### src/rtl/clk_div_seq_pkg.sv
// Shared types and reset defaults for the clk_div_seq programmable clock divider.
package clk_div_seq_pkg;

  typedef enum logic {
    IDLE = 1'b0,
    RUN  = 1'b1
  } state_t;

  localparam int unsigned DEF_DIV   = 11;
  localparam int unsigned DEF_HIGH  = 6;
  localparam int unsigned DEF_BURST = 0;

endpackage

### src/rtl/clk_div_core.sv
// Phase counter plus registered clk_out / rise_pls decode for one divide setting.
module clk_div_core #(
  parameter int CNT_W = 8
) (
  input  logic             clk_50M,
  input  logic             rst,
  input  logic             run,
  input  logic [CNT_W-1:0] div,
  input  logic [CNT_W-1:0] high,
  output logic             wrap,
  output logic             clk_out,
  output logic             rise_pls
);

  localparam logic [CNT_W-1:0] ONE = CNT_W'(1);

  logic [CNT_W-1:0] phase;
  logic [CNT_W-1:0] phase_nxt;
  logic [CNT_W-1:0] thr;

  // Outputs are decoded from next phase so the flops line up with the phase they describe.
  // Config only changes when phase_nxt is 0, where the decode is 0 for any legal config.
  always_comb begin
    thr       = div - high + ONE;
    wrap      = run && (phase == div);
    phase_nxt = (!run || wrap) ? '0 : phase + ONE;
  end

  always_ff @(posedge clk_50M or posedge rst) begin
    if (rst) begin
      phase    <= '0;
      clk_out  <= 1'b0;
      rise_pls <= 1'b0;
    end else begin
      phase    <= phase_nxt;
      clk_out  <= run && (phase_nxt >= thr);
      rise_pls <= run && (phase_nxt == thr);
    end
  end

endmodule

### src/rtl/clk_div_seq.sv
// Clock divider sequencer: config handshake, pending config, burst/stop control, done.
module clk_div_seq
  import clk_div_seq_pkg::*;
#(
  parameter int CNT_W   = 8,
  parameter int BURST_W = 16
) (
  input  logic               clk_50M,
  input  logic               rst,
  input  logic               cfg_valid,
  output logic               cfg_ready,
  input  logic [CNT_W-1:0]   cfg_div,
  input  logic [CNT_W-1:0]   cfg_high,
  input  logic [BURST_W-1:0] cfg_burst,
  input  logic               start,
  input  logic               stop,
  output logic               clk_out,
  output logic               rise_pls,
  output logic               busy,
  output logic               done,
  output logic               cfg_err
);

  localparam logic [BURST_W-1:0] ONE_B = BURST_W'(1);

  state_t             state, state_nxt;
  logic [CNT_W-1:0]   div_a, high_a, div_pd, high_pd;
  logic [BURST_W-1:0] burst_a, burst_pd, per_cnt;
  logic               pend, stop_flg;
  logic               wrap, xfer, cfg_good, burst_end, run_enter, run_exit;

  function automatic logic cfg_ok(input logic [CNT_W-1:0] d, input logic [CNT_W-1:0] h);
    return (d != '0) && (h != '0) && (h <= d);
  endfunction

  assign cfg_ready = (state == IDLE) || !pend;

  always_comb begin
    xfer      = cfg_valid && cfg_ready;
    cfg_good  = cfg_ok(cfg_div, cfg_high);
    burst_end = (burst_a != '0) && ((per_cnt + ONE_B) >= burst_a);
    run_enter = (state == IDLE) && start && !stop;
    // A stop seen on the wrap cycle itself ends the run there; the period is already complete.
    run_exit  = wrap && (stop_flg || stop || burst_end);
    state_nxt = state;
    case (state)
      IDLE:    if (run_enter) state_nxt = RUN;
      RUN:     if (run_exit)  state_nxt = IDLE;
      default: state_nxt = IDLE;
    endcase
  end

  always_ff @(posedge clk_50M or posedge rst) begin
    if (rst) begin
      state    <= IDLE;
      busy     <= 1'b0;
      done     <= 1'b0;
      cfg_err  <= 1'b0;
      pend     <= 1'b0;
      stop_flg <= 1'b0;
      per_cnt  <= '0;
      div_a    <= CNT_W'(DEF_DIV);
      high_a   <= CNT_W'(DEF_HIGH);
      burst_a  <= BURST_W'(DEF_BURST);
    end else begin
      state    <= state_nxt;
      busy     <= (state_nxt == RUN);
      done     <= run_exit;
      cfg_err  <= xfer && !cfg_good;
      stop_flg <= (state == RUN) && !run_exit && (stop_flg || stop);

      if (run_enter)
        per_cnt <= '0;
      else if (wrap)
        per_cnt <= per_cnt + ONE_B;

      // A config that landed in pending on the exit wrap is applied in the first IDLE cycle.
      if (state == IDLE) begin
        if (xfer && cfg_good) begin
          div_a   <= cfg_div;
          high_a  <= cfg_high;
          burst_a <= cfg_burst;
        end else if (pend) begin
          div_a   <= div_pd;
          high_a  <= high_pd;
          burst_a <= burst_pd;
        end
        pend <= 1'b0;
      end else begin
        if (wrap && pend) begin
          div_a   <= div_pd;
          high_a  <= high_pd;
          burst_a <= burst_pd;
        end
        pend <= (pend && !wrap) || (xfer && cfg_good);
      end
    end
  end

  always_ff @(posedge clk_50M) begin
    if ((state == RUN) && xfer && cfg_good) begin
      div_pd   <= cfg_div;
      high_pd  <= cfg_high;
      burst_pd <= cfg_burst;
    end
  end

  clk_div_core #(
    .CNT_W (CNT_W)
  ) u_core (
    .clk_50M  (clk_50M),
    .rst      (rst),
    .run      (state == RUN),
    .div      (div_a),
    .high     (high_a),
    .wrap     (wrap),
    .clk_out  (clk_out),
    .rise_pls (rise_pls)
  );

endmodule

### config.mk
export PLATFORM = sky130hd
export DESIGN_NAME = clk_div_seq
export DESIGN_NICKNAME = d
export VERILOG_FILES = /design/src/rtl/clk_div_seq_pkg.sv /design/src/rtl/clk_div_core.sv /design/src/rtl/clk_div_seq.sv
export SDC_FILE = /design/constraint.sdc
export NUM_CORES = 1
export LEC_CHECK = 0
export BUFFER_PORTS_ARGS = -buffer_cell sky130_fd_sc_hd__buf_4
export CAP_MARGIN = 20
export CORE_UTILIZATION = 55
export DETAILED_ROUTE_END_ITERATION = 16
export HOLD_SLACK_MARGIN = 0.08
export PLACE_DENSITY = 0.72
export SYNTH_ARGS = -nofsm -noshare
export SYNTH_HDL_FRONTEND = slang
export SYNTH_SLANG_ARGS = --single-unit
### constraint.sdc
create_clock -name clk_50M -period 9.18 [get_ports clk_50M]
set_input_delay 0.459 -clock clk_50M [delete_from_list [all_inputs] [get_ports clk_50M]]
set_output_delay 0.459 -clock clk_50M [all_outputs]
set_load 0.02 [all_outputs]
==> results of run 1 <==
==> power groups by stage <==
stage / sequential, W / combinational (W) / clock, W
after global placement: 0.000687 / 0.000829 / 0
after CTS: 0.000684 / 0.000877 / 0.000278
final: 0.000683 / 0.000874 / 0.000273
after floorplan: 0.000655 / 0.000698 / 0
after detailed placement: 0.000693 / 0.000871 / 0
after global routing: 0.000701 / 0.000993 / 0.000295
==> state kept, by name, indices dropped and copies added (netlist names), 8 cells and up <==
register      flops
burst_a          16
burst_pd         16
div_a             8
div_pd            8
high_a            8
high_pd           8
per_cnt          16
u_core.phase      8
==> per-stage QoR <==
step           area (µm²)  worst slack [ps]   util  power [W]
6_report             5870              6060  0.635    0.00183
5_1_grt              5870              5790  0.635    0.00199
4_1_cts              5870              6050  0.635    0.00184
3_5_place_dp         5670              6080  0.614    0.00156
3_3_place_gp         5670              6180  0.614    0.00152
2_1_floorplan        5250              5980      -    0.00135
==> worst paths after layout <==
| check | slack (ps) | from | depth (start not counted) | endpoint |
|---|---|---|---|---|
| worst max-delay path | 6060 | div_a[1] | 17 | u_core.clk_out |
| worst min-delay path | 260 | cfg_burst[10] | 1 | burst_pd[10] |
| worst max register to register | 6060 | div_a[1] | 17 | u_core.clk_out |
| worst min register to register | 500 | per_cnt[15] | 1 | per_cnt[15] |
| max in group asynchronous | 8340 | rst | 3 | div_a[7] |
| min in group asynchronous | 310 | rst | 3 | per_cnt[10] |
==> layout make-up <==
cell class              count  area share
clock buffers               9      0.0211
clock inverters             7      0.0124
inverters                  44      0.0281
multi-input cells         314       0.420
flip-flops and latches     95       0.433
well taps                 129      0.0275
repair buffers             45      0.0576
==> worst reg2reg max path: cells and delay by family (launching register included) <==
kind                     cells  cell delay, ps
buffers and inverters        4             220
flip-flops                   1             560
XOR/XNOR                     1             130
adder cells (fa/ha/maj)      4            1120
AND/OR/NAND/NOR              3             390
AO/OA/AOI/OAI                5             630
==> logic make-up (layout without fill, tap and decap cells) <==
logic type | Yosys count | count (layout) | synth area share
simple gates | 123 | 123 | 0.132
flops | 95 | 95 | 0.485
compound gates | 92 | 92 | 0.131
buf+inv | 57 | 105 | 0.0472
fa+ha+maj | 48 | 48 | 0.116
xor+xnor | 35 | 35 | 0.0584
mux | 16 | 16 | 0.0305
==> placed cells by master (no fill, tap or decap), types with 16 or more instances in the layout <==
master    instances
dfrtp_1          58
edfxtp_1         32
buf_4            45
ha_1             47
nand2_1          33
inv_1            43
xor2_1           20
nor2_1           17
mux2i_1          16
==> per-layer routing <==
| metal | up-vias | wire length [µm] | track usage |
|---|---|---|---|
| met2 | 77 | 4830 | 0.352 |
| met5 | - | 0 | 0 |
| li1 | 1766 | - | - |
| met4 | 0 | 74 | 0.0724 |
| met1 | 1783 | 4880 | 0.313 |
| met3 | 5 | 385 | 0.0358 |
==> results.md, run 1 <==
* Register bit count reported by yosys at 95
* H-tree depth reported by CTS at 3
* Worst-path cell chain: inv_1, ha_1, inv_1, ha_1, inv_1, fa_1, inv_1, a21oi_1, o21bai_1, a21o_1, a21oi_1, xnor2_1, ha_1, nand4_1, nor3_1, nor3_1, a21oi_1
* HPWL reported at the end of detailed placement at 7490 µm
* # port buffers at 42
* Static Leak at 2.76 nW
* TritonCTS clock tree: done
* Sequential share of the synthesized area at 0.485
* Biggest area contributors in the synthesized netlist: dfrtp_1, edfxtp_1, ha_1, xor2_1, inv_1
* Minimum hold slack at 264 ps
* Number of sinks handled by clock tree synthesis at 95
* CP Launch Type: register
* Setup repair after global routing missed its margin: false
* Die width at 99.7 µm
* DRC at 0
* Final setup violation count at 0
* Post-Synthesis Cells at 466
* Top Ports at 43
* Number of buffers created by CTS at 9
* Maximum operating frequency at 0.320 GHz
* Number of antenna diodes at 0
* Placeable Area at 0.00924 mm²
* WP data arrival at 3420 ps
* Reported net switching power at 0.000742 W
* Slowest-stage cell, CP: dfstp_2
* Combined area of all synthesized cells at 0.00525 mm²
* Share of the synthesized area in the top cell type at 0.277
* Dominant register cell in the synthesized netlist: dfrtp_1
* Clk Latency, worst-skew pair at 370 ps
* Maximum capacitance violations at 0
* Final worst path period share at 0.340
* All-layer global routing usage at 0.222
* Num rows at 35
* Worst Path Max Fanout at 3
* Final Net Count at 594
* Number of instances resized during post-cts repair at 0
* Clk root buf: clkbuf_8
* Library cell with the highest instance count after synthesis: dfrtp_1
* Sequential Area at 0.00254 mm²
* Max Clock Skew at 14.9 ps
* Vias in the first global route at 3561
* Required time of the critical path at 9480 ps
* Postcts setup bufs at 0
* Comb pwr share at 0.478
* Number of standard cells in the layout, taps in and fillers out at 643
* Pwr/cell area at 312 mW/mm²
* Clock Path Buffers at 2
* Crit Path Category: reg2reg
* Yosys warnings at 0
* Die area at 0.00993 mm²
* Max-slew headroom at the worst pin at 0.451
* Share of final-layout standard cells stronger than drive strength 1 at 0.161
* First-pass DRT Iterations at 4
* Filler cell count in the final layout at 725
* Max IR drop VDD at 0.148 mV
* Aggregate global routing overflow at 0
* Wire length of the first global-routing pass at 17100 µm
* Final critical path time including I/O delays and setup at 3120 ps
* Die H at 99.7 µm
* Max-slew violation count at 0
* Fraction of power consumed by the clock network at 0.149
* Initial core utilization at 0.568
* Number of enable-type register cells in the synthesized netlist at 32
* Seq pwr share at 0.374
* Pin count of the biggest net entering global routing at 64
* Hold violation total from the final report at 0
* Area growth syn-to-layout at 11.9%
* Routed wire length at 10200 µm
* Placer's final routability congestion estimate at 0.816
* FFs w/ async S/R, synth at 0.663
* Residual antenna-violating net count after detailed routing at 0
* Worst setup EP type: register
* Reg clk slew, reported paths at 110 ps
* Buf+Inv Stages, Crit Path at 4
* Overall via count from detail_route at 3631
* Cell type contributing the most total cell area after synthesis: dfrtp_1
* Count of unique library cells instantiated by Yosys at 54
* Slew at the pin with the worst max-slew slack at 823 ps
* Switching share of power at 0.405
* Area of the multi-input gates at 0.00246 mm²
* Synthesized net count at 551
* Synthesized area divided by synthesized cell count at 11.3 µm²
* Path class of the lowest-slack min-delay path: in2reg
* Outcome: completed
* Total placed cells including tap cells at 627
* Aggregate negative setup slack at 0 ps
* Cell family with most CP delay: adder cells
* Average routed wire per standard cell at 15.8 µm
* Cell-internal power at 0.00109 W
* Post-DR vias/cell at 5.65
* Most instantiated cells after synthesis: dfrtp_1, ha_1, inv_1, nand2_1, edfxtp_1
* Maximum cell stage delay along the critical path at 560 ps
* Initial drt markers at 131
* Initial antenna violation count at 0
* Number of buffers inserted for hold repair after clock tree synthesis at 0
* Most frequent CP cell: inv_1
No activity file was read; power rests on OpenSTA's default activity.
==> inputs of run 2 (changes only) <==
--- a/config.mk
+++ b/config.mk
@@ -5,12 +5,13 @@
 export SDC_FILE = /design/constraint.sdc
 export NUM_CORES = 1
 export LEC_CHECK = 0
+export ABC_AREA = 1
 export BUFFER_PORTS_ARGS = -buffer_cell sky130_fd_sc_hd__buf_4
 export CAP_MARGIN = 20
 export CORE_UTILIZATION = 55
 export DETAILED_ROUTE_END_ITERATION = 16
 export HOLD_SLACK_MARGIN = 0.08
-export PLACE_DENSITY = 0.72
+export PLACE_DENSITY = 0.75
 export SYNTH_ARGS = -nofsm -noshare
 export SYNTH_HDL_FRONTEND = slang
 export SYNTH_SLANG_ARGS = --single-unit
==> constraint.sdc (replaced) <==
create_clock -name clk_50M -period 2.74 [get_ports clk_50M]
set_input_delay 0.137 -clock clk_50M [delete_from_list [all_inputs] [get_ports clk_50M]]
set_output_delay 0.137 -clock clk_50M [all_outputs]
set_load 0.02 [all_outputs]
==> run 2 against run 1 <==
Net effect:
- the flow now finishes with violations (setup timing)
- design area grew 15%
- clock-buffer cell count increased by 1
- global-route usage grew 1.2 points
- clock skew shrank 3.3 ps
- largest power group unchanged
- highest routed layer unchanged
==> results.md, run 2 <==
* Clk Latency, worst-skew pair at 370 ps (about the same)
* Die width at 102 µm (was 99.7 µm)
* Routed wire length at 11600 µm (was 10200 µm)
* Number of sinks handled by clock tree synthesis at 95 (unchanged)
* Path class of the lowest-slack min-delay path: in2reg (unchanged)
* Maximum operating frequency at 0.354 GHz (was 0.320 GHz)
* Number of antenna diodes at 0 (unchanged)
* Portion of netlist area occupied by mux cells at 0 (was 0.0305)
* WP data arrival at 3090 ps (was 3420 ps)
* Outcome: complete, but fails checks (was completed)
* Initial core utilization at 0.563 (was 0.568)
* Die H at 102 µm (was 99.7 µm)
* Sequential share of the synthesized area at 0.464 (was 0.485)
* Vias in the first global route at 4106 (was 3561)
* Failing checks: setup timing
* H-tree depth reported by CTS at 3 (unchanged)
* Die area at 0.0104 mm² (was 0.00993 mm²)
* Post-Synthesis Cells at 653 (was 466)
* Biggest area contributors in the synthesized netlist: dfrtp_1, edfxtp_1, nand2_1, ha_1, inv_1 (was dfrtp_1, edfxtp_1, ha_1, xor2_1, inv_1)
* Registers with the most flip-flops: burst_a (16), burst_pd (16), per_cnt (16) (unchanged)
* Overall power of the completed layout at 0.00671 W (was 0.00183 W)
* Most instantiated cells after synthesis: nand2_1, inv_1, nor2_1, dfrtp_1, ha_1 (was dfrtp_1, ha_1, inv_1, nand2_1, edfxtp_1)
* Max IR drop VDD at 0.485 mV (was 0.148 mV)
* Slack of the worst reg-to-reg path at -90 ps (was 6060 ps)
* Max-slew violation count at 0 (unchanged)
* Maximum capacitance violations at 0 (unchanged)
* Residual antenna-violating net count after detailed routing at 0 (unchanged)
* All-layer global routing usage at 0.234 (was 0.222)
* Aggregate negative setup slack at -88.0 ps (was 0 ps)
* Num rows at 36 (was 35)
* Area growth syn-to-layout at 22.8% (was 11.9%)
* Comb pwr share at 0.532 (was 0.478)
* Worst setup EP type: register (unchanged)
* Cell-internal power at 0.00388 W (was 0.00109 W)
* Max-slew headroom at the worst pin at 0.481 (was 0.451)
* Synthesized net count at 738 (was 551)
* Initial drt markers at 228 (was 131)
* Reg clk slew, reported paths at 90 ps (was 110 ps)
* Aggregate global routing overflow at 0 (unchanged)
* Post-synthesis compound-gate area fraction at 0.0790 (was 0.131)
* Most frequent cells in the layout: nand2_1, inv_1, nor2_1 (was dfrtp_1, ha_1, buf_4)
* Number of buffers created by CTS at 9 (unchanged)
* Dominant register cell in the synthesized netlist: dfrtp_1 (unchanged)
* Overall via count from detail_route at 4470 (was 3631)
* Final setup violation count at 1 (was 0)
* Area share of fa/ha/maj cells after synthesis at 0.111 (was 0.116)
* Placer's final routability congestion estimate at 0.850 (was 0.816)
* CP Launch Type: register (unchanged)
* Placeable Area at 0.00973 mm² (was 0.00924 mm²)
* First-pass DRT Iterations at 6 (was 4)
* Smallest setup slack after layout at -88.0 ps (was 6060 ps)
* Worst Path Max Fanout at 3 (unchanged)
* Static Leak at 3.42 nW (was 2.76 nW)
* Initial antenna violation count at 0 (unchanged)
* Total placed cells including tap cells at 825 (was 627)
* Count of unique library cells instantiated by Yosys at 33 (was 54)
* Final worst path period share at 1.03 (was 0.340)
* Seq pwr share at 0.340 (was 0.374)
* Share of the synthesized area in the top cell type at 0.265 (was 0.277)
* Final Net Count at 829 (was 594)
* Cell area after layout at 0.00673 mm² (was 0.00587 mm²)
* TritonCTS clock tree: done (unchanged)
* # port buffers at 42 (unchanged)
* R2R cell count at 15 (was 17)
* Post-synthesis share of cell area spent on and, or, nand and nor gates at 0.217 (was 0.132)
* Cell type contributing the most total cell area after synthesis: dfrtp_1 (unchanged)
* Setup repair after global routing missed its margin: true (was false)
* Critical register-to-register path endpoint: u_core.clk_out (unchanged)
* Register bit count reported by yosys at 95 (unchanged)
* Reported net switching power at 0.00284 W (was 0.000742 W)
* Startpoint of the most critical register-to-register path: div_a[1] (unchanged)
* HPWL reported at the end of detailed placement at 7830 µm (was 7490 µm)
* Clock Path Buffers at 2 (unchanged)
* Capture point of the worst path: u_core.clk_out (unchanged)
* FFs w/ async S/R, synth at 0.663 (unchanged)
* Library cell with the highest instance count after synthesis: nand2_1 (was dfrtp_1)
* Required time of the critical path at 3000 ps (was 9480 ps)
* Clk root buf: clkbuf_8 (unchanged)
* Crit Path Category: reg2reg (unchanged)
* Pre-CTS setup slack at -88.1 ps (was 6080 ps)
* Top Ports at 43 (unchanged)
* Average routed wire per standard cell at 13.2 µm (was 15.8 µm)
* Wire length of the first global-routing pass at 18600 µm (was 17100 µm)
* Most common cell after layout, fill and taps aside: nand2_1 (was dfrtp_1)
* Post-DR vias/cell at 5.07 (was 5.65)
* DRC at 0 (unchanged)
* Fraction of power consumed by the clock network at 0.128 (was 0.149)
* Post-Synth XOR/XNOR Area at 0.0384 (was 0.0584)
* Placed Area at 0.00598 mm² (was 0.00567 mm²)
* Pin count of the biggest net entering global routing at 64 (unchanged)
* Pwr/cell area at 998 mW/mm² (was 312 mW/mm²)
* Combinational family with the most area after synthesis: simple AND/OR/NAND/NOR gates (unchanged)
* Number of standard cells in the layout, taps in and fillers out at 882 (was 643)
* Max Clock Skew at 11.6 ps (was 14.9 ps)
* Synthesized area divided by synthesized cell count at 8.39 µm² (was 11.3 µm²)
* Slew at the pin with the worst max-slew slack at 778 ps (was 823 ps)
* Combined area of all synthesized cells at 0.00548 mm² (was 0.00525 mm²)
* Hold violation total from the final report at 0 (unchanged)
* Switching share of power at 0.422 (was 0.405)
* Yosys warnings at 0 (unchanged)
* Final critical path time including I/O delays and setup at 2830 ps (was 3120 ps)
* Number of enable-type register cells in the synthesized netlist at 32 (unchanged)
* Share of final-layout standard cells stronger than drive strength 1 at 0.159 (was 0.161)
* Start point of the critical path: div_a[1] (unchanged)
run 2: layout make-up:
cell class,instances,area [µm²]
clock inverter,6,46.3
fill,740,3000
sequential,95,2540
timing repair buffer,95,831
inverter,106,398
multi-input combinational,437,2620
clock buffer,10,128
tap,133,166
run 2: logic make-up after synthesis:
kind of cell             after synthesis
XOR/XNOR                              24
AND/OR/NAND/NOR                      287
AO/OA/AOI/OAI                         78
adder cells (fa/ha/maj)               48
buffers and inverters                121
flip-flops                            95
run 2: critical path, stage by stage, from the launching register on:
cell and delay (ps):
dfstp_2 550, inv_2 50, ha_4 200, inv_2 60, ha_4 130, inv_2 40
fa_2 380, o21ai_2 150, nand2_1 80, nand2_1 70, a21oi_1 90, xor2_1 170
ha_1 340, nand2_1 120, o221ai_1 140, a21o_1 170
run 2: stage by stage:
step                      hold slack (ps)  utilization
after floorplan                       236            -
final                                 111        0.692
after global routing                  125        0.692
after global placement                325        0.615
after detailed placement              326        0.615
after CTS                             103        0.674
run 2: timing repair:
action                     in CTS  in global routing
hold endpoints to repair      114                  0
hold buffers                   34                  0
cloned                          0                  0
gates resized for setup         9                 27
setup endpoints to repair       1                  4
buffers inserted                3                  4
pin swaps                      12                 18
run 2: worst min-delay path by stage:
stage            startpoint          end  slack, ps  depth (start not counted)
6_report              start        state        110                          5
5_1_grt               start        state        130                          5
4_1_cts               start        state        100                          5
3_5_place_dp   cfg_burst[3]  burst_pd[3]        330                          1
3_3_place_gp   cfg_burst[0]  burst_pd[0]        320                          1
2_1_floorplan  cfg_burst[0]  burst_pd[0]        240                          0
run 2: power by group through the flow:
stage / logic (W) / clock network [W] / registers (W)
final: 0.00357 / 0.000856 / 0.00228
after global routing: 0.00405 / 0.000915 / 0.00235
after CTS: 0.00323 / 0.000860 / 0.00228
after detailed placement: 0.00296 / 0 / 0.00230
after global placement: 0.00282 / 0 / 0.00228
after floorplan: 0.00226 / 0 / 0.00222
run 2: layer usage:
layer | global-route usage | share of wire
met3 | 0.0373 | 0.052
met1 | 0.318 | 0.46
met5 | 0 | 0
met2 | 0.374 | 0.47
met4 | 0.0970 | 0.020
==> inputs of run 3 (changes only) <==
--- a/config.mk
+++ b/config.mk
@@ -6,7 +6,7 @@
 export NUM_CORES = 1
 export LEC_CHECK = 0
 export ABC_AREA = 1
-export BUFFER_PORTS_ARGS = -buffer_cell sky130_fd_sc_hd__buf_4
+export BUFFER_PORTS_ARGS = -buffer_cell sky130_fd_sc_hd__buf_2
 export CAP_MARGIN = 20
 export CORE_UTILIZATION = 55
 export DETAILED_ROUTE_END_ITERATION = 16
==> run 3 against run 2 <==
Net effect:
- highest routed layer unchanged
- power down 0.83%
- sequential share of layout area grew 0.61 points
- flip-flop and latch count is the same
- clock-buffer cell count stayed put
- global-route usage grew 0.72 points
- the run still ends with setup timing left
- utilization fell by 1.1 points
- critical endpoint unchanged
- first-iteration DRC count shrank 6.1%
- cell count down 0.45%
- clock skew shrank 4.8 ps
==> results.md, run 3 (synthesized netlist as in run 2, its figures left out) <==
* Outcome: complete, but fails checks (unchanged)
* Failing checks: setup timing (unchanged)
* Aggregate negative setup slack at -12.0 ps (was -88.0 ps)
* Final Net Count at 825 (was 829)
* Reported net switching power at 0.00273 W (was 0.00284 W)
* Worst Path Max Fanout at 2 (was 3)
* CP Launch Type: register (unchanged)
* Number of antenna diodes at 0 (unchanged)
* Average routed wire per standard cell at 13.6 µm (was 13.2 µm)
* Die area at 0.0104 mm² (unchanged)
* Number of sinks handled by clock tree synthesis at 95 (unchanged)
* Total placed cells including tap cells at 824 (was 825)
* Static Leak at 3.38 nW (was 3.42 nW)
* Most frequent cells in the layout: nand2_1, inv_1, nor2_1 (unchanged)
* Clk root buf: clkbuf_8 (unchanged)
* Die width at 102 µm (unchanged)
* Sequential Area at 0.00254 mm² (unchanged)
* Share of final-layout standard cells stronger than drive strength 1 at 0.149 (was 0.159)
* Filler cell count in the final layout at 767 (was 740)
* Worst setup EP type: register (unchanged)
* Path class of the lowest-slack min-delay path: in2reg (unchanged)
* Placeable Area at 0.00973 mm² (unchanged)
* Overall via count from detail_route at 4477 (was 4470)
* Reg clk slew, reported paths at 100 ps (was 90 ps)
* Post-DR vias/cell at 5.10 (was 5.07)
* Wire length of the first global-routing pass at 19100 µm (was 18600 µm)
* Number of buffers created by CTS at 9 (unchanged)
* Placer's final routability congestion estimate at 0.861 (was 0.850)
* Final worst path period share at 1.00 (was 1.03)
* Initial drt markers at 214 (was 228)
* Max-slew headroom at the worst pin at 0.457 (was 0.481)
* Required time of the critical path at 3000 ps (about the same)
* Die H at 102 µm (unchanged)
* Num rows at 36 (unchanged)
* Max Clock Skew at 6.82 ps (was 11.6 ps)
* Number of standard cells in the layout, taps in and fillers out at 878 (was 882)
* All-layer global routing usage at 0.241 (was 0.234)
* Final core utilization at 0.681 (was 0.692)
* Most common cell after layout, fill and taps aside: nand2_1 (unchanged)
* Residual antenna-violating net count after detailed routing at 0 (unchanged)
* Area growth syn-to-layout at 20.9% (was 22.8%)
* Slew at the pin with the worst max-slew slack at 814 ps (was 778 ps)
* Initial core utilization at 0.563 (unchanged)
* DRC at 0 (unchanged)
* First-pass DRT Iterations at 5 (was 6)
* Crit Path Category: reg2reg (unchanged)
* Max-slew violation count at 0 (unchanged)
* Maximum operating frequency at 0.363 GHz (was 0.354 GHz)
* Maximum capacitance violations at 0 (unchanged)
* Pin count of the biggest net entering global routing at 64 (unchanged)
* TritonCTS clock tree: done (unchanged)
* Clk Latency, worst-skew pair at 360 ps (was 370 ps)
* Top Ports at 43 (unchanged)
* Routed wire length at 11900 µm (was 11600 µm)
* Seq pwr share at 0.344 (was 0.340)
* Pre-CTS setup slack at -66.2 ps (was -88.1 ps)
* Final critical path time including I/O delays and setup at 2750 ps (was 2830 ps)
* Smallest setup slack after layout at -12.0 ps (was -88.0 ps)
* Pwr/cell area at 1010 mW/mm² (was 998 mW/mm²)
* WP data arrival at 3010 ps (was 3090 ps)
* Registers with the most flip-flops: burst_a (16), burst_pd (16), per_cnt (16) (unchanged)
* Area of the multi-input gates at 0.00258 mm² (was 0.00262 mm²)
* Aggregate global routing overflow at 0 (unchanged)
* Vias in the first global route at 4201 (was 4106)
* Final setup violation count at 1 (unchanged)
* Fraction of power consumed by the clock network at 0.159 (was 0.128)
* HPWL reported at the end of detailed placement at 7870 µm (was 7830 µm)
* Max IR drop VDD at 0.460 mV (was 0.485 mV)
* H-tree depth reported by CTS at 3 (unchanged)
* # port buffers at 42 (unchanged)
* Switching share of power at 0.409 (was 0.422)
* Setup repair after global routing missed its margin: true (unchanged)
* Hold violation total from the final report at 0 (unchanged)
* Comb pwr share at 0.497 (was 0.532)
* Clock Path Buffers at 2 (unchanged)
* Cell-internal power at 0.00393 W (was 0.00388 W)
* Initial antenna violation count at 0 (unchanged)
[run 3: cell count changes in the layout (fill, tap and decap cells not counted), moves of 2 or more]
| cell | delta |
|---|---|
| clkinv_4 | -2 |
| clkinv_2 | -2 |
| buf_2 | +42 |
| ha_1 | +2 |
| ha_4 | -2 |
| buf_4 | -46 |
| bufinv_16 | +2 |
[run 3: path summary, 6_finish.rpt]
check | end | depth (start not counted) | startpoint | slack [ps]
worst min register to register | per_cnt[15] | 1 | per_cnt[15] | 530
min in group asynchronous | u_core.phase[4] | 4 | rst | 520
worst max register to register | u_core.clk_out | 16 | div_a[1] | -10
worst max-delay path | u_core.clk_out | 16 | div_a[1] | -10
max in group asynchronous | per_cnt[1] | 4 | rst | 1650
worst min-delay path | state | 5 | start | 110
[run 3: power groups by stage]
stage               Combinational (W)  Sequential [W]  Clock, W
finish                        0.00331         0.00229   0.00106
global route                  0.00379         0.00235   0.00113
CTS                           0.00310         0.00228   0.00107
detailed placement            0.00295         0.00230         0
global placement              0.00280         0.00228         0
floorplan                     0.00226         0.00222         0
[run 3: cell type report]
class | count | area share
multi-input cells | 437 | 0.390
inverters | 106 | 0.0601
well taps | 133 | 0.0251
clock inverters | 6 | 0.0138
clock buffers | 10 | 0.0208
repair buffers | 91 | 0.106
flip-flops and latches | 95 | 0.384
[run 3: worst max-delay path, stage by stage, from the launching register on]
cell	delay (ps)
dfstp_2	550
inv_2	50
ha_4	200
inv_2	60
ha_4	120
inv_2	30
fa_2	370
buf_6	130
xor2_2	130
ha_1	310
nand2_1	80
inv_1	40
nand2_1	70
o21ai_1	60
nor2_1	130
o221ai_1	140
a21o_1	170
[run 3: layer usage]
layer | wire [µm] | global-route usage | vias up
li1 | - | - | 2258
met1 | 5510 | 0.337 | 2066
met2 | 5610 | 0.384 | 136
met3 | 591 | 0.0304 | 17
met4 | 187 | 0.0936 | 0
met5 | 0 | 0 | -
[run 3: what timing repair did]
item	4_1_cts	5_1_grt
hold buffers	34	0
hold endpoints to repair	119	0
gates resized for setup	7	23
endpoints found under the setup margin	1	14
setup buffers	0	4
pin swaps	10	15
[run 3: stage by stage]
stage               cell area, µm²  total power [W]  hold WS [ps]
finish                        6620          0.00666           107
global route                  6620          0.00727           131
global placement              5880          0.00508           328
floorplan                     5490          0.00448           236
CTS                           6480          0.00645          87.5
detailed placement            5880          0.00525           329
